**src/rtl/bus_uart_tx_if.sv**
```systemverilog
// 6502-style register bus between a state-machine master and bus_uart_tx.
// Signals: A (reg select), Din/Dout (data), CS/CS_n (selects), R_W_n, IRQ_n.
interface bus_uart_tx_if;
    logic [1:0] A;
    logic [7:0] Din;
    logic [7:0] Dout;
    logic       CS;
    logic       CS_n;
    logic       R_W_n;
    logic       IRQ_n;

    modport master (
        output A, Din, CS, CS_n, R_W_n,
        input  Dout, IRQ_n
    );

    modport slave (
        input  A, Din, CS, CS_n, R_W_n,
        output Dout, IRQ_n
    );
endinterface

```
**src/rtl/bus_uart_tx.sv**
```systemverilog
// Bus-mapped UART transmitter: FIFO-fed 8N1 (8E1 with UART_TX_PARITY_EN).
// Ports: clk, reset (sync, active-high), bus (slave modport), uartTx (idle high).
module bus_uart_tx #(
    parameter logic [15:0] DIV_RESET = 16'd234,
    parameter int          FIFO_AW   = 2
) (
    input  logic           clk,
    input  logic           reset,
    bus_uart_tx_if.slave   bus,
    output logic           uartTx
);
    localparam int DEPTH = 2 ** FIFO_AW;
    localparam logic [FIFO_AW:0] FULL_CNT = (FIFO_AW + 1)'(DEPTH);

    typedef enum logic [2:0] {
        IDLE,
        START,
        DATA,
`ifdef UART_TX_PARITY_EN
        PARITY,
`endif
        STOP
    } state_t;

    logic               sel, wr, rd;
    logic               push_req, push, pop;
    logic               full, empty, busy;
    logic               irq_en, irq_pend, irq_n_q, ovf;
    logic [15:0]        div;
    logic [7:0]         mem [DEPTH];
    logic [FIFO_AW-1:0] wr_ptr, rd_ptr;
    logic [FIFO_AW:0]   count;

    state_t             state, state_d;
    logic [15:0]        cnt, cnt_d;
    logic [7:0]         shift, shift_d;
    logic [2:0]         idx, idx_d;
`ifdef UART_TX_PARITY_EN
    logic               par, par_d;
`endif

    assign sel      = bus.CS & ~bus.CS_n;
    assign wr       = sel & ~bus.R_W_n;
    assign rd       = sel & bus.R_W_n;

    assign full     = (count == FULL_CNT);
    assign empty    = (count == '0);
    assign busy     = (state != IDLE);
    assign irq_pend = irq_en & empty & ~busy;
    assign bus.IRQ_n = irq_n_q;

    assign push_req = wr & (bus.A == 2'd0);
    assign pop      = (state == IDLE) & ~empty;
    // A pop in the same cycle frees the slot a full-FIFO push needs.
    assign push     = push_req & (~full | pop);

    always_ff @(posedge clk) begin
        if (push) begin
            mem[wr_ptr] <= bus.Din;
        end
    end

    always_ff @(posedge clk) begin
        if (reset) begin
            wr_ptr <= '0;
            rd_ptr <= '0;
            count  <= '0;
            ovf    <= 1'b0;
        end else begin
            if (push) wr_ptr <= wr_ptr + 1'b1;
            if (pop)  rd_ptr <= rd_ptr + 1'b1;
            unique case ({push, pop})
                2'b10:   count <= count + 1'b1;
                2'b01:   count <= count - 1'b1;
                default: count <= count;
            endcase
            if (push_req & full & ~pop) begin
                ovf <= 1'b1;
            end else if (rd & (bus.A == 2'd1)) begin
                ovf <= 1'b0;
            end
        end
    end

    always_ff @(posedge clk) begin
        if (reset) begin
            div     <= DIV_RESET;
            irq_en  <= 1'b0;
            irq_n_q <= 1'b1;
        end else begin
            irq_n_q <= ~irq_pend;
            if (wr) begin
                unique case (bus.A)
                    2'd1:    irq_en    <= bus.Din[0];
                    2'd2:    div[7:0]  <= bus.Din;
                    2'd3:    div[15:8] <= bus.Din;
                    default: ;
                endcase
            end
        end
    end

    always_ff @(posedge clk) begin
        if (reset) begin
            state <= IDLE;
            cnt   <= '0;
            shift <= '0;
            idx   <= '0;
`ifdef UART_TX_PARITY_EN
            par   <= 1'b0;
`endif
        end else begin
            state <= state_d;
            cnt   <= cnt_d;
            shift <= shift_d;
            idx   <= idx_d;
`ifdef UART_TX_PARITY_EN
            par   <= par_d;
`endif
        end
    end

    // Divisor is only sampled on reload, so DIV writes apply from the next bit.
    always_comb begin
        state_d = state;
        cnt_d   = cnt;
        shift_d = shift;
        idx_d   = idx;
`ifdef UART_TX_PARITY_EN
        par_d   = par;
`endif
        unique case (state)
            IDLE: begin
                if (!empty) begin
                    state_d = START;
                    cnt_d   = div;
                    shift_d = mem[rd_ptr];
`ifdef UART_TX_PARITY_EN
                    par_d   = ^mem[rd_ptr];
`endif
                end
            end
            START: begin
                if (cnt == 16'd0) begin
                    state_d = DATA;
                    cnt_d   = div;
                    idx_d   = 3'd0;
                end else begin
                    cnt_d = cnt - 16'd1;
                end
            end
            DATA: begin
                if (cnt == 16'd0) begin
                    cnt_d = div;
                    if (idx == 3'd7) begin
`ifdef UART_TX_PARITY_EN
                        state_d = PARITY;
`else
                        state_d = STOP;
`endif
                    end else begin
                        idx_d   = idx + 3'd1;
                        shift_d = shift >> 1;
                    end
                end else begin
                    cnt_d = cnt - 16'd1;
                end
            end
`ifdef UART_TX_PARITY_EN
            PARITY: begin
                if (cnt == 16'd0) begin
                    state_d = STOP;
                    cnt_d   = div;
                end else begin
                    cnt_d = cnt - 16'd1;
                end
            end
`endif
            STOP: begin
                if (cnt == 16'd0) begin
                    state_d = IDLE;
                end else begin
                    cnt_d = cnt - 16'd1;
                end
            end
            default: state_d = IDLE;
        endcase
    end

    always_comb begin
        uartTx = 1'b1;
        unique case (state)
            START:   uartTx = 1'b0;
            DATA:    uartTx = shift[0];
`ifdef UART_TX_PARITY_EN
            PARITY:  uartTx = par;
`endif
            default: uartTx = 1'b1;
        endcase
    end

    always_comb begin
        bus.Dout = 8'h00;
        if (rd) begin
            unique case (bus.A)
                2'd1:    bus.Dout = {irq_pend, 3'b000, ovf, empty, full, busy};
                2'd2:    bus.Dout = div[7:0];
                2'd3:    bus.Dout = div[15:8];
                default: bus.Dout = 8'h00;
            endcase
        end
    end
endmodule

```
**src/flat_wrapper.sv**
```systemverilog
// flat-port wrapper written by rule: the top's interface ports become plain ports
module bus_uart_tx_flat 
#(
    parameter logic [15:0] DIV_RESET = 16'd234,
    parameter int          FIFO_AW   = 2
)
  (clk, reset, uartTx, bus_A, bus_Din, bus_CS, bus_CS_n, bus_R_W_n, bus_Dout, bus_IRQ_n);
  bus_uart_tx_if bus_i ();
  input  logic clk;
  input  logic reset;
  output logic uartTx;
  input wire logic [$bits(bus_i.A)-1:0] bus_A;
  input wire logic [$bits(bus_i.Din)-1:0] bus_Din;
  input wire logic [$bits(bus_i.CS)-1:0] bus_CS;
  input wire logic [$bits(bus_i.CS_n)-1:0] bus_CS_n;
  input wire logic [$bits(bus_i.R_W_n)-1:0] bus_R_W_n;
  output wire logic [$bits(bus_i.Dout)-1:0] bus_Dout;
  output wire logic [$bits(bus_i.IRQ_n)-1:0] bus_IRQ_n;
  assign bus_i.A = bus_A;
  assign bus_i.Din = bus_Din;
  assign bus_i.CS = bus_CS;
  assign bus_i.CS_n = bus_CS_n;
  assign bus_i.R_W_n = bus_R_W_n;
  assign bus_Dout = bus_i.Dout;
  assign bus_IRQ_n = bus_i.IRQ_n;
  bus_uart_tx #(.DIV_RESET(DIV_RESET), .FIFO_AW(FIFO_AW)) u_core (.clk(clk), .reset(reset), .bus(bus_i), .uartTx(uartTx));
endmodule
```
**config.mk**
```make
export PLATFORM = sky130hd
export DESIGN_NAME = bus_uart_tx_flat
export DESIGN_NICKNAME = d
export VERILOG_FILES = /design/src/rtl/bus_uart_tx_if.sv /design/src/rtl/bus_uart_tx.sv /design/src/flat_wrapper.sv
export SDC_FILE = /design/constraint.sdc
export NUM_CORES = 1
export LEC_CHECK = 0
export ABC_AREA = 1
export CORE_UTILIZATION = 31
export DETAILED_ROUTE_END_ITERATION = 8
export PLACE_DENSITY_LB_ADDON = 0.05
export SLEW_MARGIN = 10
export SYNTH_ARGS = -nofsm -noshare
export SYNTH_HDL_FRONTEND = slang
export SYNTH_SLANG_ARGS = --single-unit
export TNS_END_PERCENT = 20
```
**constraint.sdc**
```tcl
create_clock -name clk -period 2.4 [get_ports clk]
set_input_delay 0.48 -clock clk [delete_from_list [all_inputs] [get_ports clk]]
set_output_delay 0.48 -clock clk [all_outputs]
set_load 0.02 [all_outputs]
```
* Word-level counts from Yosys, hierarchy flattened
Memories as Yosys holds them, arrays and structs flattened. A register that Yosys moved wholly into a read port is not among the register bits.
Index checks and enable logic that the tools add are counted.
** Word-level totals
- Register bits :: 56
- RAM bits :: 32
- Output and inout bits :: 10
- Word-level logic and storage cells :: 100
- Memories kept :: 1
** Cells by class
- $add $sub $neg :: 6
- Equal/unequal tests :: 17
- Mux-type cells :: 27
- Bitwise gates (word level) :: 19
- Reduce and logical (&&, ||, !) cells :: 18
** Memories
- u_core.mem :: words 4, bits a word 8, read ports 1, clocked after memory_dff 1, write ports 1, line bus_uart_tx.sv:30 : logic [7:0] mem [DEPTH];
** Operators by type and width (number)
- 2-to-1 mux 16 bit :: 3
- one-hot mux 16 bit (3 select lines) :: 1
- 2-to-1 mux 8 bit :: 4
- one-hot mux 8 bit (3 select lines) :: 1
- 2-to-1 mux 3 bit :: 7
- zero test 16 bit :: 1
- one-hot mux 8 bit (2 select lines) :: 1
- subtractor 16 x 1 -> 16 bit, second input constant :: 1
- one-hot mux 3 bit (2 select lines) :: 2
- one-hot mux 3 bit (4 select lines) :: 1
- bitwise AND 1 bit :: 11
- inequality test 2 x 1 -> 1 bit, second input constant :: 4
- AND reduction 4 bit :: 2
- nonzero test 2 bit :: 4
- NOT 1 bit :: 7
- adder 3 x 1 -> 3 bit, second input constant :: 2
- == test 2 bit, second input constant :: 3
- == test 3 x 2 -> 1 bit, second input constant :: 2
- == test 3 bit, second input constant :: 2
- zero test 3 bit :: 2
- inequality test 2 bit, second input constant :: 3
- AND reduction 2 bit :: 3
- nonzero test 3 bit :: 2
- AND reduction 5 bit :: 1
- other kinds (11) :: 17

* Longest topological paths before layout
Gate-level depths: netlist (run 1).
- Depth in word-level cells :: 7
- Mapped depth :: 13
- Depth with buffers taken out :: 12

* Least setup slack after synthesis (run 1)
Ideal clock, no wire load.
- Kind :: register to output
- Start point :: register u_core.state[0]
- End point :: output port uartTx
- Data arrival time :: 1.473 ns
- Required time :: 1.920 ns
- Path slack :: 0.447 ns
- Stages on the path, launching flop included :: 6
- Path buffers :: 1
- Cell sequence :: dfxtp_1 > inv_1 > ha_1 > inv_2 > clkbuf_1 > o21ai_0
** On the way
- Longest elaborated chain between the ends :: 2
** RTL lines
- start, declared :: line bus_uart_tx.sv:34 : state_t state, state_d;
- start signal, assigned :: line bus_uart_tx.sv:113 : state <= state_d;
- == test 3 x 2 -> 1 bit or == test 3 x 1 -> 1 bit (tied branches) :: line bus_uart_tx.sv:192 : unique case (state)
- one-hot mux 1 bit (2 select lines) (*) :: line bus_uart_tx.sv:192
- end, declared :: line flat_wrapper.sv:11 : output logic uartTx;
Every way passes the cells marked *; elsewhere a longest branch is shown, timed or not.

* Final worst setup path (run 1)
- Start point :: input port bus_CS
- End point :: output port bus_Dout[7]
** On the way
- Longest elaborated chain between the ends :: 3
** RTL lines
- start, declared :: line flat_wrapper.sv:14 : input wire logic [$bits(bus_i.CS)-1:0] bus_CS;
- bitwise AND 1 bit :: line bus_uart_tx.sv:42 : assign sel = bus.CS & ~bus.CS_n;
- bitwise AND 1 bit :: line bus_uart_tx.sv:44 : assign rd = sel & bus.R_W_n;
- 2-to-1 mux 8 bit :: line bus_uart_tx.sv:204 : if (rd) begin
- end, declared :: line flat_wrapper.sv:17 : output wire logic [$bits(bus_i.Dout)-1:0] bus_Dout;
Every way passes these cells.

==> impl_results.md, run 1 <==
* Outcome: complete, but fails checks
* Failing checks: setup timing
* Leak Pwr at about 0.0024 uW
* Reg clk slew, reported paths at around 60 ps
* Core Region at around 15000 um2
* CP endpoint kind: output pin
* Filler cell count at approximately 1500
* Final core utilization at around two fifths
* Simple logic cell fraction of the synthesized area at approximately 28%
* Fraction of power consumed by combinational cells at between 50% and 60%
* Crit path kind: input port to output pin
* Port buffer count at 24
* Drt first-iter violations at approximately 230
* Die width at 125 um
* Final Hold Vio Count at 0
* Post-synthesis mux area share at 0%
* YS warnings at 0
* Final worst-path cycle share at 101%
* Layout cells sized above 1 at between 10 and 15%
* Max capacitance violation total at 0
* Vias at ~4300
* Diode count at 0
* TritonCTS sink count at 89
* Vias per cell at approximately 5
* Post-DR wirelength/cell at about 15 um
* Postcts setup bufs at 0
* TritonCTS Buffers at 9
* Slew Limit Fails at 0
* P per Cell Area at ~1200 nW/um2
* Largest family of logic cells by synthesized area: simple AND/OR/NAND/NOR gates
* Grt ovf at 0
* GRT Overall Usage at ~18%
* Worst VDD drop at 430 uV
* Final WS setup at -34.0 ps
* Worst path required time at between 1500 and 2000 ps
* Synthesized flop and latch total at 89
* Fin cells at 873
* Unrepaired setup endpoints after global routing: true
* NetSw at slightly above 3000 uW
* Number of I/O pins at 25
* Critical path arrival at 1950 ps
* CTS HTree Levels at 3
* Netlist cell types at 42
* # setup viols final at 2
* Compound-Gate Fraction of Synth Area at approximately 15%
* Syn Inst Count at approximately 630
* Initial core utilization at roughly a third
* Setup TNS at -36.7 ps
* Number of synthesized flops with an enable pin at 32
* Layout area overhead at 19.8%
* Crit-path max FO at 6
* Power share of the clock group at around a fifth
* Syn nets at 662
* CTS tree: built
* Vias in the first global route at 4025
* Primary FF master, synth: dfxtp_1
* DRC viols at 0
* First-pass iteration count of the detailed router at 5
* Die area at between 15000 and 20000 um2
* Die H at approximately 130 um
* Min Tclk post-route at about 2400 ps
* Post-Synth Adder-Cell Area at between 3 and 4%
* Initial antenna violation count at 0
* GP Congestion at 0.866
* Internal power at 3720 uW
* Dpl hpwl at 9.69 mm
* Global-route wire length before repair at roughly 22 mm
* Max Clock Freq at between 0.4 and 0.5 GHz
* Longest Clk Path Bufs at 2
* Hold Path Class: register to register
* Worst clock skew at around 8.4 ps
* Worst Setup Start Kind: input port
* Skew-Pair Late Insertion Delay at 350 ps
* Switch share at a little under half
* Rows at 44
* Root buf cell: clkbuf_16
* Largest net degree at the start of global routing at 45
* Post-Synthesis Cell Area at ~4700 um2
* Sequential Power Share at 29.7%
* Cells after DPL at ~860
* Syn Area/Cell at 7.42 um2
* Least-Margin Pin Slew at about 480 ps
* Final #Nets at approximately 710
* Slew headroom at approximately 68%
* FFs w/ async S/R, synth at 0%
* WL final at approximately 13 mm
* Antenna-violating nets left at 0
* Post-synthesis xor/xnor area fraction at 0.558%
* Sequential cell area fraction in the yosys report at about 45%
critical path: stages:
cell	delay [ps]
clkdlybuf4s50_1	470
inv_1	50
nor3_2	200
inv_1	80
buf_4	160
a31oi_1	170
dlygate4sd1_1	340
what timing repair did:
| item | CTS | global route |
|---|---|---|
| setup endpoints to repair | 9 | 9 |
| hold buffers | 0 | 0 |
| pin swaps | 0 | 0 |
| gates resized for setup | 21 | 10 |
cell families (layout without fill, tap and decap cells):
kind of cell | count (synthesis) | count (layout)
adders and majority gates | 13 | 13
DFF | 89 | 89
and+or+nand+nor | 302 | 302
xor gates and xnor gates | 3 | 3
AOI/OAI and AO/OA | 131 | 131
buffers and inverters | 96 | 151
path summary, 6_finish.rpt:
check,startpoint,to,slack [ps],cells past startpoint
max,bus_CS,bus_Dout[7],-30,7
min,u_core.rd_ptr[1]$_SDFFE_PP0P_,u_core.rd_ptr[1]$_SDFFE_PP0P_,480,2
max reg2reg,u_core.state[0]$_SDFFE_PP0P_,u_core.count[2]$_SDFFE_PP0P_,340,11
min reg2reg,u_core.rd_ptr[1]$_SDFFE_PP0P_,u_core.rd_ptr[1]$_SDFFE_PP0P_,480,2
cell type report:
cell class,instances,area [um2],area share [%]
tap,184,230,4.08
inverter,78,293,5.19
clock buffer,11,243,4.30
sequential,89,2100,37.3
clock inverter,5,38.8,0.688
multi-input combinational,449,2250,39.8
timing repair buffer,57,488,8.65
stage by stage:
step / total power, uW / area, um2 / worst slack (ps) / hold WS, ps
2_1_floorplan: 4550 / 4710 / 447 / 436
3_3_place_gp: 5470 / 5350 / -405 / 454
3_5_place_dp: 5500 / 5350 / -416 / 466
4_1_cts: 6890 / 5640 / -49.7 / 482
5_1_grt: 7480 / 5640 / -94.4 / 496
6_report: 6830 / 5640 / -34.0 / 476
synth_stat cells, types with 2 or more instances:
| library cell | count | area (um2) |
|---|---|---|
| o22ai_1 | 8 | 50.1 |
| a21oi_1 | 45 | 225 |
| nor2_1 | 104 | 390 |
| nor3_2 | 2 | 20.0 |
| buf_2 | 2 | 10.0 |
| xor2_1 | 3 | 26.3 |
| dfxtp_1 | 57 | 1140 |
| o21ai_0 | 53 | 265 |
| o21bai_1 | 2 | 15.0 |
| o211ai_1 | 3 | 22.5 |
| buf_4 | 2 | 15.0 |
| inv_2 | 7 | 26.3 |
| clkbuf_1 | 13 | 48.8 |
| nand4_1 | 5 | 31.3 |
| nand3b_1 | 4 | 30.0 |
| nor2_2 | 6 | 37.5 |
| nand2_1 | 140 | 526 |
| nor2_4 | 3 | 33.8 |
| nand2_4 | 2 | 22.5 |
| o21ai_1 | 12 | 60.1 |
| inv_1 | 71 | 267 |
| ha_1 | 12 | 150 |
| o221ai_1 | 2 | 17.5 |
| edfxtp_1 | 32 | 961 |
| nand3_1 | 27 | 135 |
power groups by stage:
stage / combinational [uW] / sequential, uW / clock [uW]
after floorplan: 2550 / 2000 / 0
after global routing: 3930 / 2060 / 1480
after global placement: 3410 / 2060 / 0
after detailed placement: 3430 / 2060 / 0
after CTS: 3450 / 2030 / 1410
final: 3440 / 2030 / 1370
cell usage in the layout (no fill, tap or decap), types with 2 or more instances in the layout:
cell type,n
a21oi_1,45
nand4_1,5
inv_1,71
nand2_1,140
clkdlybuf4s50_1,13
clkinv_2,2
inv_2,7
buf_4,32
o21ai_1,12
o221ai_1,2
clkdlybuf4s15_2,3
dlygate4sd2_1,2
xor2_1,3
ha_1,12
clkbuf_2,2
nand3b_1,4
nand3_1,27
nor2_2,6
nor2_1,103
o21ai_0,53
o22ai_1,8
o21bai_1,2
o211ai_1,3
edfxtp_1,32
nor3_2,3
clkbuf_16,9
dfxtp_1,57
nor2_4,4
nand2_4,2
registers in the layout, indices dropped and copies added, names as in the netlist, named ones only:
signal and flops:
u_core.wr_ptr 2, u_core.bus.IRQ_n 1, u_core.div 16, u_core.irq_en 1, u_core.shift 8, u_core.cnt 16
u_core.ovf 1, u_core.rd_ptr 2, u_core.state 2, u_core.mem 32, u_core.count 3, u_core.idx 3
metal layers:
layer	GRT usage (%)	up-vias	wire, um
met2	27.0	98	5640
li1	-	2172	-
met4	6.60	0	241
met3	3.38	16	638
met1	25.6	1977	6710
met5	0	-	0
Power figures use the tool's default switching activity.
==> run 2: changes to the inputs <==
--- a/config.mk
+++ b/config.mk
@@ -10,4 +10,5 @@
 export DETAILED_ROUTE_END_ITERATION = 8
 export PLACE_DENSITY_LB_ADDON = 0.05
+export SKIP_CTS_REPAIR_TIMING = 1
 export SLEW_MARGIN = 10
 export SYNTH_ARGS = -nofsm -noshare
==> constraint.sdc (replaced) <==
create_clock -name clk -period 2.4 [get_ports clk]
set_input_delay 0.48 -clock clk [delete_from_list [all_inputs] [get_ports clk]]
set_output_delay 0.48 -clock clk [all_outputs]
set_load 0.05 [all_outputs]
==> run 2 against run 1 <==
Effect of this change: the flow now finishes without violations; die area unchanged; clock skew up 1.8 ps; core utilization up 0.17 points; worst hold slack better by 0.55 ps; global-route usage down 0.75 points; largest power group unchanged.
==> impl_results.md, run 2 (synthesis results as in run 1) <==
* Die area at 15700 um2 (unchanged)
* WL final at 12.9 mm (-2.2%)
* Drt first-iter violations at 289 (+24%)
* Max Clock Freq at 0.436 GHz (+6.2%)
* Global-route wire length before repair at 20.8 mm (-3.6%)
* Dpl hpwl at 9.51 mm (-1.9%)
* GRT Overall Usage at 17.3% (-0.75 points)
* Reg2Reg Capture Point: u_core.cnt[15]$_SDFFE_PP0P_
* Final Cell Area at 5670 um2 (+0.44%)
* Most common cell after layout, fill and taps aside: nand2_1
* CTS HTree Levels at 3 (unchanged)
* Most frequent cells in the layout: 140 x nand2_1, 102 x nor2_1, 69 x inv_1
* Filler cell count at 1525 (-1.5%)
* Grt ovf at 0 (unchanged)
* Reg-to-reg startpoint: u_core.cnt[0]$_SDFFE_PP0P_
* CTS tree: built
* Hold Path Class: register to register
* Worst clock skew at 10.2 ps (+1.77 ps)
* Dpl cell area at 5360 um2 (+0.19%)
* Layout area overhead at 20.4%
* Root buf cell: clkbuf_16
* Regs by FF count: u_core.mem: 32 flops, u_core.cnt: 16 flops, u_core.div: 16 flops
* Setup TNS at 0 ps (+36.7 ps)
* Least-Margin Pin Slew at 513 ps (+31.8 ps)
* Unrepaired setup endpoints after global routing: true
* TritonCTS Buffers at 9 (unchanged)
* Crit path kind: register to output pin
* Worst Setup Start Kind: register
* Outcome: complete, no violations
* Worst reg2reg path depth at 11 (unchanged)
* Die width at 125 um (unchanged)
* Reg clk slew, reported paths at 70 ps (about the same)
* Post-DR wirelength/cell at 15.0 um (-1.2%)
* Diode count at 0 (unchanged)
* P per Cell Area at 1200 nW/um2 (-0.92%)
* GP Congestion at 0.800 (-7.6%)
* Slew headroom at 65.7% (-2.1 points)
* TritonCTS sink count at 89 (unchanged)
* Final #Nets at 703 (-1.3%)
* Slew Limit Fails at 0 (unchanged)
* Setup slack, reg-to-reg at 320 ps (-20 ps)
* Die H at 125 um (unchanged)
* CP endpoint kind: output pin
* Skew-Pair Late Insertion Delay at 340 ps (about the same)
* Core Region at 14700 um2 (unchanged)
* Min Tclk post-route at 2290 ps (-143 ps)
* # setup viols final at 0 (-2)
* End point of the critical path: uartTx
* Max FFs per register at 32 (unchanged)
* Port buffer count at 24 (unchanged)
* Worst setup path startpoint: u_core.state[0]$_SDFFE_PP0P_
* Final worst-path cycle share at 95.5% (-6.0 points)
* DRC viols at 0 (unchanged)
* Antenna-violating nets left at 0 (unchanged)
* Longest Clk Path Bufs at 2 (unchanged)
* Max capacitance violation total at 0 (unchanged)
* Initial core utilization at 32.0% (unchanged)
* Layout cells sized above 1 at 12.4% (+0.016 points)
* Leak Pwr at 0.00242 uW (-0.99%)
* Rows at 44 (unchanged)
* Crit-path max FO at 6 (unchanged)
* Vias at 4149 (-2.7%)
* Biggest register: u_core.mem
* Worst path required time at 1920 ps (about the same)
* Number of I/O pins at 25 (unchanged)
* Initial antenna violation count at 0 (unchanged)
* Largest net degree at the start of global routing at 45 (unchanged)
* Vias per cell at 4.80 (-1.7%)
* Final Hold Vio Count at 0 (unchanged)
* Worst VDD drop at 360 uV (-16%)
* First-pass iteration count of the detailed router at 5 (unchanged)
* Critical path arrival at 1810 ps (-140 ps)
* Vias in the first global route at 3861 (-4.1%)
==> run 2: stage by stage <==
step           util [%]  hold WS (ps)  power [uW]  worst slack, ps  instances
2_1_floorplan         -           436        4580              164        634
3_3_place_gp       36.5           454        5480            -29.1        848
6_report           38.5           477        6800              109        864
4_1_cts            38.3           480        6850            -67.2        864
5_1_grt            38.5           508        7420            -27.9        864
3_5_place_dp       36.5           470        5510            -45.5        848
==> run 2: final cells by class <==
class                      instances  area, um2  area share [%]
inverter                          78        293            5.17
timing repair buffer              48        515            9.10
tap                              184        230            4.06
multi-input combinational        449       2250            39.8
sequential                        89       2100            37.1
clock buffer                      10        229            4.04
clock inverter                     6       42.5           0.751
==> run 2: critical path, cell delays in order, from the launching register on <==
cell and delay, ps:
dfxtp_1 360, inv_1 110, ha_1 330, or2_2 350, o21ai_1 150, buf_12 170
==> run 2: routing by layer <==
layer / part of all wire [%] / wire length, um / global-route usage (%)
met1: 52 / 6710 / 25.2
met2: 42 / 5490 / 25.9
met3: 4.2 / 542 / 2.74
met4: 1.6 / 201 / 5.52
met5: 0 / 0 / 0
==> run 2: power by group <==
part	internal, uW	switching (uW)	leakage (uW)
clock network	706	614	0.000129
logic	1160	2300	0.00154
registers	1800	215	0.000755
==> run 2: worst min path at each step <==
stage	startpoint	endpoint	slack [ps]	depth (start not counted)
after floorplan	u_core.rd_ptr[1]$_SDFFE_PP0P_	register	440	2
after global placement	u_core.rd_ptr[1]$_SDFFE_PP0P_	u_core.rd_ptr[1]$_SDFFE_PP0P_	450	2
after detailed placement	u_core.rd_ptr[1]$_SDFFE_PP0P_	u_core.rd_ptr[1]$_SDFFE_PP0P_	470	2
after CTS	u_core.rd_ptr[1]$_SDFFE_PP0P_	u_core.rd_ptr[1]$_SDFFE_PP0P_	480	2
after global routing	u_core.rd_ptr[0]$_SDFFE_PP0P_	u_core.rd_ptr[0]$_SDFFE_PP0P_	510	1
final	u_core.rd_ptr[1]$_SDFFE_PP0P_	u_core.rd_ptr[1]$_SDFFE_PP0P_	480	2
==> run 3: changes to the inputs <==
CTS_BUF_LIST = sky130_fd_sc_hd__clkbuf_2   (was unset)
==> run 3 against run 2 <==
Effect of this change: the run now ends with setup timing left; worst hold slack worse by 170 ps; wire length grew 0.55%; first-iteration DRC count is 4.8% lower; global-route usage increased by 0.10 points; via count is 0.63% lower; clock power decreased by 47%.
==> impl_results.md, run 3 (synthesis results as in run 1) <==
* Hold Path Depth at 4 (+2)
* Worst reg2reg path depth at 11 (unchanged)
* Worst path required time at 1920 ps (about the same)
* Die area at 15700 um2 (unchanged)
* Port buffer count at 24 (unchanged)
* Layout cells sized above 1 at 14.5% (+2.2 points)
* GRT Overall Usage at 17.4% (+0.10 points)
* Regs by FF count: u_core.mem: 32 flops, u_core.cnt: 16 flops, u_core.div: 16 flops
* Dpl hpwl at 9.51 mm (unchanged)
* Biggest register: u_core.mem
* Failing checks: setup timing
* Longest Clk Path Bufs at 2 (unchanged)
* Setup slack, reg-to-reg at 290 ps (-30 ps)
* P per Cell Area at 1130 nW/um2 (-5.8%)
* Least-Margin Pin Slew at 513 ps (+0.127 ps)
* Reg-to-reg startpoint: u_core.cnt[0]$_SDFFE_PP0P_
* First-pass iteration count of the detailed router at 4 (-1)
* Antenna-violating nets left at 0 (unchanged)
* Hold Path Class: input port to register
* Sequential cell area at 2110 um2 (+0.36%)
* DRC viols at 0 (unchanged)
* WL final at 13.0 mm (+0.55%)
* Min Tclk post-route at 2440 ps (+148 ps)
* Final worst-path cycle share at 102% (+6.2 points)
* Final #Nets at 704 (+0.14%)
* Most common cell after layout, fill and taps aside: nand2_1
* CTS HTree Levels at 3 (unchanged)
* Worst clock skew at 48.2 ps (+38.0 ps)
* Initial core utilization at 32.0% (unchanged)
* Outcome: complete, but fails checks
* Footprint of the multi-input gates at 2300 um2 (+2.2%)
* Largest net degree at the start of global routing at 45 (unchanged)
* GP Congestion at 0.800 (unchanged)
* Initial antenna violation count at 0 (unchanged)
* PnR Total Power at 6280 uW (-7.7%)
* Die width at 125 um (unchanged)
* Max Clock Freq at 0.410 GHz (-6.1%)
* Unrepaired setup endpoints after global routing: true
* Root buf cell: clkbuf_2
* Crit path kind: input port to output pin
* Worst VDD drop at 402 uV (+12%)
* TritonCTS sink count at 89 (unchanged)
* Vias in the first global route at 3831 (-0.78%)
* Filler cell count at 1547 (+1.4%)
* Slew headroom at 65.7% (about the same)
* Worst Setup Start Kind: input port
* Reg2Reg Capture Point: u_core.cnt[15]$_SDFFE_PP0P_
* Slew Limit Fails at 0 (unchanged)
* Reg clk slew, reported paths at 230 ps (+160 ps)
* Final Cell Area at 5550 um2 (-2.0%)
* # setup viols final at 1 (+1)
* Hold path start: bus_A[1]
* Dpl cell area at 5360 um2 (unchanged)
* Leak Pwr at 0.00235 uW (-2.8%)
* CP endpoint kind: output pin
* Critical path arrival at 1960 ps (+150 ps)
* Rows at 44 (unchanged)
* Most frequent cells in the layout: 137 x nand2_1, 102 x nor2_1, 66 x inv_1
* Die H at 125 um (unchanged)
* Max capacitance violation total at 0 (unchanged)
* Global-route wire length before repair at 20.8 mm (-0.13%)
* Vias per cell at 4.77 (-0.74%)
* CTS tree: built
* Core Region at 14700 um2 (unchanged)
* Vias at 4123 (-0.63%)
* Final Hold Vio Count at 0 (unchanged)
* Final WS setup at -39.3 ps (-148 ps)
* Post-DR wirelength/cell at 15.0 um (+0.43%)
* TritonCTS Buffers at 9 (unchanged)
* Layout area overhead at 18.0%
* Crit-path max FO at 5 (-1)
* Drt first-iter violations at 275 (-4.8%)
* Max FFs per register at 32 (unchanged)
* Skew-Pair Late Insertion Delay at 590 ps (+250 ps)
* Min-Delay Endpoint: u_core.ovf$_SDFFE_PP0P_
* Number of I/O pins at 25 (unchanged)
* Diode count at 0 (unchanged)
* Grt ovf at 0 (unchanged)
==> run 3: cell types whose count changed in the layout (fill, tap and decap cells not counted), moves of 2 or more <==
| cell | previous run | this run |
|---|---|---|
| clkbuf_16 | 9 | 0 |
| clkbuf_2 | 0 | 10 |
| dfxtp_1 | 57 | 53 |
| dfxtp_2 | 0 | 3 |
| ha_1 | 12 | 10 |
| inv_1 | 69 | 66 |
| inv_2 | 9 | 11 |
| nand2_1 | 140 | 137 |
| nand2_2 | 1 | 4 |
==> run 3: worst max-delay path by stage <==
stage,start,endpoint
3_3_place_gp,bus_CS,bus_Dout[7]
2_1_floorplan,u_core.state[0]$_SDFFE_PP0P_,bus_Dout[7]
5_1_grt,u_core.count[1]$_SDFFE_PP0P_,bus_Dout[7]
4_1_cts,u_core.count[2]$_SDFFE_PP0P_,bus_Dout[7]
3_5_place_dp,bus_CS,bus_Dout[7]
6_report,bus_A[0],bus_Dout[1]
==> run 3: per-layer routing <==
layer	track usage (%)	part of all wire, %	routed length, um
met1	25.3	52	6820
met2	25.6	42	5520
met3	2.61	3.5	456
met4	6.81	1.6	214
met5	0	0	0
==> run 3: area by class of cell <==
cell class              count  share of cell area (%)
clock buffers              10                   0.901
well taps                 184                    4.15
multi-input cells         449                    41.5
flip-flops and latches     89                    38.0
clock inverters             6                   0.766
inverters                  78                    5.32
repair buffers             49                    9.44
==> run 3: power by group <==
part	total [uW]	switching (uW)	internal, uW	leakage (uW)
Clock	702	559	144	0.0000587
Combinational	3540	2320	1220	0.00154
Sequential	2040	228	1810	0.000757
==> run 3: stage by stage <==
step | util [%] | setup WS, ps | hold WS [ps] | cells | setup TNS [ps]
after floorplan | - | 164 | 436 | 634 | 0
after global placement | 36.5 | -29.1 | 454 | 848 | -32.5
after detailed placement | 36.5 | -45.5 | 470 | 848 | -69.4
after CTS | 37.1 | -307 | 489 | 864 | -835
after global routing | 37.8 | -162 | 251 | 865 | -448
final | 37.8 | -39.3 | 308 | 865 | -39.3
==> run 3: worst max-delay path, cell delays in order <==
cell             delay (ps)
clkdlybuf4s50_1         570
inv_1                    70
nor2_1                  130
inv_1                   130
nor2_1                  120
a221oi_1                 60
nor2_1                  220
buf_12                  170
